<file path="src/rtl/ultrasonic_ranger_if.sv">
// rtl/ultrasonic_ranger_if.sv - sensor and result signals of the ultrasonic ranger
interface ultrasonic_ranger_if;
  logic       en;
  logic       echo;
  logic       trig;
  logic [7:0] d;
  logic       DONE;
  logic       timeout;

  // Side that enables measurement and drives the echo line (sensor/consumer side).
  modport master (
    output en,
    output echo,
    input  trig,
    input  d,
    input  DONE,
    input  timeout
  );

  // The ranger itself.
  modport slave (
    input  en,
    input  echo,
    output trig,
    output d,
    output DONE,
    output timeout
  );
endinterface

</file>
<file path="src/rtl/ultrasonic_ranger.sv">
// rtl/ultrasonic_ranger.sv - ultrasonic trigger/echo timer producing distance in whole centimetres
module ultrasonic_ranger #(
  parameter int TRIG_CYCLES    = 500,
  parameter int CM_CYCLES      = 2900,
  parameter int ECHO_TO_CYCLES = 1500000,
  parameter int PERIOD_CYCLES  = 3000000
) (
  input  logic                clk,
  input  logic                rst_n,
  ultrasonic_ranger_if.slave  bus
);

  localparam int CNT_MAX = (TRIG_CYCLES > ECHO_TO_CYCLES) ? TRIG_CYCLES : ECHO_TO_CYCLES;
  localparam int CW      = $clog2(CNT_MAX + 1);
  localparam int PW      = $clog2(PERIOD_CYCLES + 1);
  localparam int SW      = $clog2(CM_CYCLES + 1);

  localparam logic [CW-1:0] TRIG_LAST = CW'(TRIG_CYCLES - 1);
  localparam logic [CW-1:0] ECHO_LAST = CW'(ECHO_TO_CYCLES - 1);
  localparam logic [PW-1:0] PER_LAST  = PW'(PERIOD_CYCLES - 1);
  localparam logic [SW-1:0] PRE_LAST  = SW'(CM_CYCLES - 1);

  localparam logic [2:0] S_IDLE    = 3'd0;
  localparam logic [2:0] S_TRIG    = 3'd1;
  localparam logic [2:0] S_WAIT    = 3'd2;
  localparam logic [2:0] S_MEASURE = 3'd3;
  localparam logic [2:0] S_HOLD    = 3'd4;

  logic [2:0]    state;
  logic [CW-1:0] cnt;        // trigger width, then echo-rise timeout
  logic [PW-1:0] pcnt;       // measurement period, from trigger start
  logic [SW-1:0] presc;      // clk cycles within the current centimetre
  logic [7:0]    cm;         // whole centimetres counted so far

  logic          echo_s1;
  logic          echo_s2;
  logic          echo_q;
  logic          echo_rise;
  logic          echo_fall;

  logic          trig_q;
  logic [7:0]    d_q;
  logic          done_q;
  logic          timeout_q;

  logic          pre_wrap;
  logic [SW-1:0] presc_next;
  logic [7:0]    cm_next;

  // Two-flop synchroniser for the asynchronous echo plus a delayed copy for edge detection.
  always_ff @(posedge clk or negedge rst_n) begin
    if (!rst_n) begin
      echo_s1 <= 1'b0;
      echo_s2 <= 1'b0;
      echo_q  <= 1'b0;
    end else begin
      echo_s1 <= bus.echo;
      echo_s2 <= echo_s1;
      echo_q  <= echo_s2;
    end
  end

  assign echo_rise = echo_s2 & ~echo_q;
  assign echo_fall = ~echo_s2 & echo_q;

  // Next prescaler/centimetre values; every MEASURE cycle (including the one seeing the fall) counts one high cycle.
  always_comb begin
    pre_wrap   = (presc == PRE_LAST);
    presc_next = pre_wrap ? '0 : presc + SW'(1);
    cm_next    = cm;
    if (pre_wrap && (cm != 8'hff)) begin
      cm_next = cm + 8'd1;
    end
  end

  // Measurement sequencer: trigger, wait for echo, time it, then hold the result until the period ends.
  always_ff @(posedge clk or negedge rst_n) begin
    if (!rst_n) begin
      state     <= S_IDLE;
      cnt       <= '0;
      pcnt      <= '0;
      presc     <= '0;
      cm        <= '0;
      trig_q    <= 1'b0;
      d_q       <= '0;
      done_q    <= 1'b0;
      timeout_q <= 1'b0;
    end else begin
      // The period counter free-runs from trigger start and parks at its last value.
      if (pcnt != PER_LAST) begin
        pcnt <= pcnt + PW'(1);
      end

      case (state)
        S_IDLE: begin
          trig_q    <= 1'b0;
          done_q    <= 1'b0;
          timeout_q <= 1'b0;
          if (bus.en) begin
            state  <= S_TRIG;
            trig_q <= 1'b1;
            cnt    <= '0;
            pcnt   <= '0;
          end
        end

        S_TRIG: begin
          if (cnt == TRIG_LAST) begin
            state  <= S_WAIT;
            trig_q <= 1'b0;
            cnt    <= '0;
          end else begin
            cnt <= cnt + CW'(1);
          end
        end

        S_WAIT: begin
          // An echo already high here never produces a rise, so it is ignored until it re-rises.
          if (echo_rise) begin
            state <= S_MEASURE;
            presc <= '0;
            cm    <= '0;
          end else if (cnt == ECHO_LAST) begin
            state     <= S_HOLD;
            d_q       <= 8'hff;
            done_q    <= 1'b1;
            timeout_q <= 1'b1;
          end else begin
            cnt <= cnt + CW'(1);
          end
        end

        S_MEASURE: begin
          if (echo_fall) begin
            state     <= S_HOLD;
            d_q       <= cm_next;
            done_q    <= 1'b1;
            timeout_q <= 1'b0;
          end else if (pcnt == PER_LAST) begin
            // Echo stuck high: report a timeout and give the result a full period of hold time.
            state     <= S_HOLD;
            d_q       <= 8'hff;
            done_q    <= 1'b1;
            timeout_q <= 1'b1;
            pcnt      <= '0;
          end else begin
            presc <= presc_next;
            cm    <= cm_next;
          end
        end

        S_HOLD: begin
          if (pcnt == PER_LAST) begin
            done_q    <= 1'b0;
            timeout_q <= 1'b0;
            if (bus.en) begin
              state  <= S_TRIG;
              trig_q <= 1'b1;
              cnt    <= '0;
              pcnt   <= '0;
            end else begin
              state <= S_IDLE;
            end
          end
        end

        default: begin
          state     <= S_IDLE;
          trig_q    <= 1'b0;
          done_q    <= 1'b0;
          timeout_q <= 1'b0;
        end
      endcase
    end
  end

  assign bus.trig    = trig_q;
  assign bus.d       = d_q;
  assign bus.DONE    = done_q;
  assign bus.timeout = timeout_q;

endmodule

</file>
<file path="src/flat_wrapper.sv">
// flat-port wrapper written by rule: the top's interface ports become plain ports
module ultrasonic_ranger_flat 
#(
  parameter int TRIG_CYCLES    = 500,
  parameter int CM_CYCLES      = 2900,
  parameter int ECHO_TO_CYCLES = 1500000,
  parameter int PERIOD_CYCLES  = 3000000
)
  (clk, rst_n, bus_en, bus_echo, bus_trig, bus_d, bus_DONE, bus_timeout);
  ultrasonic_ranger_if bus_i ();
  input  logic clk;
  input  logic rst_n;
  input wire logic [$bits(bus_i.en)-1:0] bus_en;
  input wire logic [$bits(bus_i.echo)-1:0] bus_echo;
  output wire logic [$bits(bus_i.trig)-1:0] bus_trig;
  output wire logic [$bits(bus_i.d)-1:0] bus_d;
  output wire logic [$bits(bus_i.DONE)-1:0] bus_DONE;
  output wire logic [$bits(bus_i.timeout)-1:0] bus_timeout;
  assign bus_i.en = bus_en;
  assign bus_i.echo = bus_echo;
  assign bus_trig = bus_i.trig;
  assign bus_d = bus_i.d;
  assign bus_DONE = bus_i.DONE;
  assign bus_timeout = bus_i.timeout;
  ultrasonic_ranger #(.TRIG_CYCLES(TRIG_CYCLES), .CM_CYCLES(CM_CYCLES), .ECHO_TO_CYCLES(ECHO_TO_CYCLES), .PERIOD_CYCLES(PERIOD_CYCLES)) u_core (.clk(clk), .rst_n(rst_n), .bus(bus_i));
endmodule
</file>
<file path="config.mk">
export PLATFORM = sky130hd
export DESIGN_NAME = ultrasonic_ranger_flat
export DESIGN_NICKNAME = d
export VERILOG_FILES = /design/src/rtl/ultrasonic_ranger_if.sv /design/src/rtl/ultrasonic_ranger.sv /design/src/flat_wrapper.sv
export SDC_FILE = /design/constraint.sdc
export NUM_CORES = 1
export LEC_CHECK = 0
export ABC_AREA = 1
export ABC_CLOCK_PERIOD_IN_PS = 2200
export CAP_MARGIN = 20
export CORE_MARGIN = 4
export CORE_UTILIZATION = 44
export CTS_CLUSTER_DIAMETER = 200
export CTS_CLUSTER_SIZE = 25
export DETAILED_ROUTE_END_ITERATION = 10
export PLACE_DENSITY = 0.62
export SLEW_MARGIN = 30
export SYNTH_ARGS = -nofsm -noshare
export SYNTH_HDL_FRONTEND = slang
export SYNTH_SLANG_ARGS = --single-unit
</file>
<file path="constraint.sdc">
create_clock -name clk -period 2.2 [get_ports clk]
set_clock_uncertainty 0.2 [all_clocks]
set_input_delay 0.44 -clock clk [delete_from_list [all_inputs] [get_ports clk]]
set_output_delay 0.44 -clock clk [all_outputs]
set_load 0.02 [all_outputs]
</file>
Yosys cells after proc, flatten, opt, wreduce, memory -nomap -nowiden
Index checks and enable logic that the tools add are counted.
{"block": "totals", "ff_bits": 80, "inputBits": 4, "elab_cells": 104}
{"block": "classes", "n_addsub": 4, "n_eq_ne": 22, "n_mux": 49, "bitwise_logic": 6, "n_reduce_logical": 11}
{"op": "22-bit two-way mux", "n": 5}
{"op": "21-bit two-way mux", "n": 5}
{"op": "21-bit one-hot mux with 4 select lines", "n": 1}
{"op": "22-bit one-hot mux with 3 select lines", "n": 1}
{"op": "8-bit two-way mux", "n": 8}
{"op": "12-bit two-way mux", "n": 4}
{"op": "8-bit one-hot mux with 2 select lines", "n": 2}
{"op": "12-bit one-hot mux with 2 select lines", "n": 1}
{"op": "22-bit by 1-bit adder with 22-bit output, second input constant", "n": 1}
{"op": "22-bit == test, second input constant", "n": 1}
{"op": "22-bit != test, second input constant", "n": 1}
{"op": "21-bit by 1-bit adder with 21-bit output, second input constant", "n": 1}
{"op": "21-bit == test, second input constant", "n": 1}
{"op": "21-bit by 9-bit == test with 1-bit output, second input constant", "n": 1}
{"op": "3-bit two-way mux", "n": 7}
{"op": "4-bit AND reduction", "n": 4}
{"op": "3-bit one-hot mux with 5 select lines", "n": 1}
{"op": "12-bit by 1-bit adder with 12-bit output, second input constant", "n": 1}
{"op": "12-bit == test, second input constant", "n": 1}
{"op": "2-bit != test, second input constant", "n": 6}
{"op": "1-bit one-hot mux with 4 select lines", "n": 3}
{"op": "1-bit two-way mux", "n": 11}
{"op": "5-bit AND reduction", "n": 2}
{"op": "8-bit by 1-bit adder with 8-bit output, second input constant", "n": 1}
{"op": "other kinds (13)", "n": 22}

Logic depth before layout (Yosys ltp)
{"block": "logic_depth", "depth_word": 6, "depth_mapped": 13}

Least setup slack after synthesis
No wires, ideal clock.
{"block": "synth_timing", "path_type": "register -> register", "startpoint": "reg u_core.cnt[0]", "endpoint": "reg u_core.cnt[10]", "t_arrival_ns": 1.598, "t_required_ns": 1.877, "path_slack_ns": 0.279, "stages_incl_launch_ff": 11, "synth_period_minus_slack_ns": 1.921, "path_cell_list": "dfrtp_1 -> ha_1 -> buf_2 -> nand3_1 -> nor2_1 -> nand3_2 -> nand2_2 -> nand2_1 -> nand3_4 -> buf_6 -> o21ai_2"}
{"block": "synth_via", "elab_chain_len": 4, "elab_cells_between_ends": 9, "classes_between": "1 x add/sub; 3 x eq/ne; 4 x mux; 1 x reduce/logical"}
{"item": "start: declaration", "line": "ultrasonic_ranger.sv:30", "rtl": "logic [CW-1:0] cnt;"}
{"item": "start signal: assignment", "line": "ultrasonic_ranger.sv:113", "rtl": "cnt <= cnt + CW'(1);"}
{"item": "start signal: assignment", "line": "ultrasonic_ranger.sv:129", "rtl": "cnt <= cnt + CW'(1);"}
{"item": "21-bit by 1-bit adder with 21-bit output", "line": "ultrasonic_ranger.sv:113, ultrasonic_ranger.sv:129"}
{"item": "21-bit two-way mux", "line": "ultrasonic_ranger.sv:123", "rtl": "end else if (cnt == ECHO_LAST) begin"}
{"item": "21-bit two-way mux", "line": "ultrasonic_ranger.sv:119", "rtl": "if (echo_rise) begin"}
{"item": "21-bit one-hot mux with 4 select lines", "line": "ultrasonic_ranger.sv:94", "rtl": "case (state)"}
Several ways; a longest one is shown, not always the timed one. The select of a mux whose other input is x is not followed.
A chain may end at the register's enable or synchronous reset.

Worst setup path in the final report
{"block": "layout_timing", "startpoint": "reg u_core.cnt[1]", "endpoint": "reg u_core.cnt[9]"}
Same word-level chain as after synthesis.

==> results.toml <==
[critical_path]
start_kind = "register"
crit_start = "u_core.cnt[1]$_DFFE_PN0P_"
critical_path_class = "reg2reg"
cp_max_fo = 32
crit_required_ns = 2.28
critPathCaptureType = "register"
path_cells = "ha_1 -> nand3_1 -> nor2_2 -> nand3_2 -> nand2_4 -> nand2_1 -> nand3_4 -> buf_12 -> nand2_1 -> o21ai_2"
crit_path_frequent_cell = "nand2_1"
worst-path-buf-inv = 1
critPathTopFamily = "simple AND/OR/NAND/NOR gates"
crit_slowest_cell = "dfrtp_1"
cpPeakStageDelay_ns = 0.40
worstPathArrival_ns = 2.16
r2r_start = "u_core.cnt[1]$_DFFE_PN0P_"

[sta]
layout_min_cycle_time_ns = 2.08
fin_tns_setup_ns = 0
fmax_mhz = 481
max_slew_margin_pct = 64.2
finalHoldViolations = 0
finalMaxSlewViolations = 0
hold_ws_ns = 0.148
rsz0062_at_grt = "false"
setup_viol = 0
finalCritPeriodShare_pct = 94.6
tightest_slew_ns = 0.537

[pwr]
vdd_drop_max_v = 0.000581
cellPowerDensity_nw_per_um2 = 908
power.leakage_nw = 2.91

[grt]
grtUsageMet2_pct = 29.4
top_usage_layer = "met2"
use_met3_pct = 2.59
grt_pass1_wl_um = 21700
grt_max_degree = 39
grt_util_met1_pct = 25.8
grt_pass1_vias = 4639
track_usage_pct = 18.8
antenna_found_initial = 0
grt_overflow_total = 0

[cts]
clock_sinks = 80
clk-insertion-delay-late_ns = 0.35
clock_path_buffers = 2
ctsHtreeMaxLevel = 3
cts_tree = "yes"
path_clk_slew_ns = 0.06
cts_buffers = 9
clockRootBuffer = "clkbuf_16"

[routing]
routed_wirelength_um = 12600
drt_iter0_drc = 369
num_vias = 4852
ant_nets = 0
firstDrtPassIters = 4
drcViolationCount = 0
via_per_inst = 5.15
wl_per_cell_um = 13.4

[synth]
ys_seq_elements = 80
syn_area_sq_um = 5290
synth.top_cell.area_share_pct = 37.9
syn-num-nets = 766
ys_types = 40
yosysTopAreaCell = "dfrtp_1"
ys_seq_area_share_pct = 37.9
yosys_warnings = 0
synthTopCellsByArea = "dfrtp_1 (38%), nand2_1 (18%), nor2_1 (6.0%)"
syn_area_per_cell_sq_um = 6.98
syn_inst = 757

[place]
portBuffers = 14
place.gp.congestion = 0.920
dp.final_hpwl_um = 9120

[min_path]
min_from = "u_core.echo_s1$_DFF_PN0_"
hold_class = "reg2reg"

[die]
die_area_sq_um = 13800
start_util_pct = 45.5
die_w_um = 118
coreArea_sq_um = 11600
die_y_um = 118
floorplan.rows = 39
ioPinCount = 15

[run]
maxCapViolCount = 0

[finish]
antenna_cells = 0
mostFrequentLayoutCells = "nand2_1 (254), nor2_1 (83), inv_1 (82), dfrtp_1 (80), nand3_1 (58)"
drive_above_1_share_pct = 13.0
layout_commonest_cell = "nand2_1"
final_nets = 804
area_growth_pct = 15.5

[run_status]
outcome = "complete, no violations"
-- path summary, 6_finish.rpt --
check	endpoint	slack [ns]	cells after the start
worst max-delay path	u_core.cnt[9]$_DFFE_PN0P_	0.12	10
worst min-delay path	u_core.echo_s2$_DFF_PN0_	0.15	0
worst max register to register	u_core.cnt[9]$_DFFE_PN0P_	0.12	10
worst min register to register	u_core.echo_s2$_DFF_PN0_	0.15	0
max in group asynchronous	u_core.presc[2]$_DFFE_PN0P_	0.85	3
min in group asynchronous	u_core.cnt[11]$_DFFE_PN0P_	0.44	2
-- Yosys cell counts --
| library cell | instances |
|---|---|
| buf_6 | 4 |
| ha_1 | 5 |
| clkinv_4 | 1 |
| o21ai_0 | 13 |
| clkinv_1 | 4 |
| buf_4 | 2 |
| o2111ai_1 | 1 |
| o31ai_1 | 1 |
| nor2_1 | 85 |
| nand3_2 | 4 |
| o21ai_2 | 11 |
| o22ai_2 | 3 |
| o21ai_1 | 12 |
| o31ai_2 | 1 |
| o211ai_1 | 11 |
| nand3b_1 | 4 |
| or2_2 | 2 |
| nand3_4 | 2 |
| a21oi_4 | 1 |
| inv_1 | 83 |
| nand2_2 | 6 |
| nand2_1 | 254 |
| xnor2_1 | 6 |
| nor2_4 | 3 |
| nor3_1 | 12 |
| o21a_1 | 1 |
| a22oi_1 | 1 |
| buf_2 | 9 |
| nand3_1 | 58 |
| nand2_4 | 4 |
| nand4_1 | 18 |
| clkbuf_2 | 1 |
| and3_1 | 1 |
| a21oi_1 | 16 |
| dfrtp_1 | 80 |
| nor2_2 | 3 |
| xor2_1 | 20 |
| nor3_2 | 2 |
| nor3b_2 | 1 |
| inv_2 | 11 |
-- layout make-up --
| class | instances | area (sq um) |
|---|---|---|
| clock buffer | 11 | 243 |
| clock inverter | 5 | 63.8 |
| fill | 1136 | 5510 |
| inverter | 99 | 377 |
| multi-input combinational | 563 | 2840 |
| sequential | 80 | 2000 |
| tap | 143 | 179 |
| timing repair buffer | 42 | 400 |
-- per-layer routing --
layer / routed length (um) / vias up
met5: 0 / -
met4: 286 / 0
met3: 382 / 18
met2: 5610 / 94
met1: 6340 / 2258
li1: - / 2482
-- cells by family (layout without fill, tap and decap cells) --
logic type / Yosys count / in the layout / synth area share (%)
and+or+nand+nor: 459 / 459 / 38.3
buffers and inverters: 115 / 157 / 9.20
DFF: 80 / 80 / 37.9
AOI/OAI and AO/OA: 72 / 73 / 9.11
xor gates and xnor gates: 26 / 26 / 4.31
adders and majority gates: 5 / 5 / 1.18
-- stage by stage --
step                cells  power [mW]  setup WS (ns)  instance area (sq um)  util (%)
CTS                   939        5.51         0.0442                   6040      52.0
finish                943        5.54          0.119                   6100      52.6
global route          943        5.92        0.00160                   6100      52.6
floorplan             757        3.28          0.279                   5290         -
global placement      922        3.87         0.0768                   5720      49.3
detailed placement    922        3.91         0.0420                   5720      49.3
-- registers in the layout, indices dropped and copies added, names as in the netlist --
| signal | count |
|---|---|
| u_core.pcnt | 22 |
| u_core.cnt | 21 |
| u_core.presc | 12 |
| u_core.bus.d | 8 |
| u_core.cm | 8 |
| u_core.state | 3 |
| u_core.bus.DONE | 1 |
| u_core.bus.timeout | 1 |
| u_core.bus.trig | 1 |
| u_core.echo_q | 1 |
| u_core.echo_s1 | 1 |
| u_core.echo_s2 | 1 |
-- power by group --
part	switching [mW]	internal, mW
logic	1.37	0.777
clock network	0.647	0.919
registers	0.160	1.67
total	2.18	3.36
-- timing repair --
| action | in CTS | in global routing |
|---|---|---|
| setup buffers | 0 | 3 |
| endpoints found under the hold margin | 36 | 0 |
| hold buffers | 1 | 0 |
| resized for setup | 0 | 10 |
| setup endpoints to repair | 0 | 22 |
No activity file was read; power rests on OpenSTA's default activity.
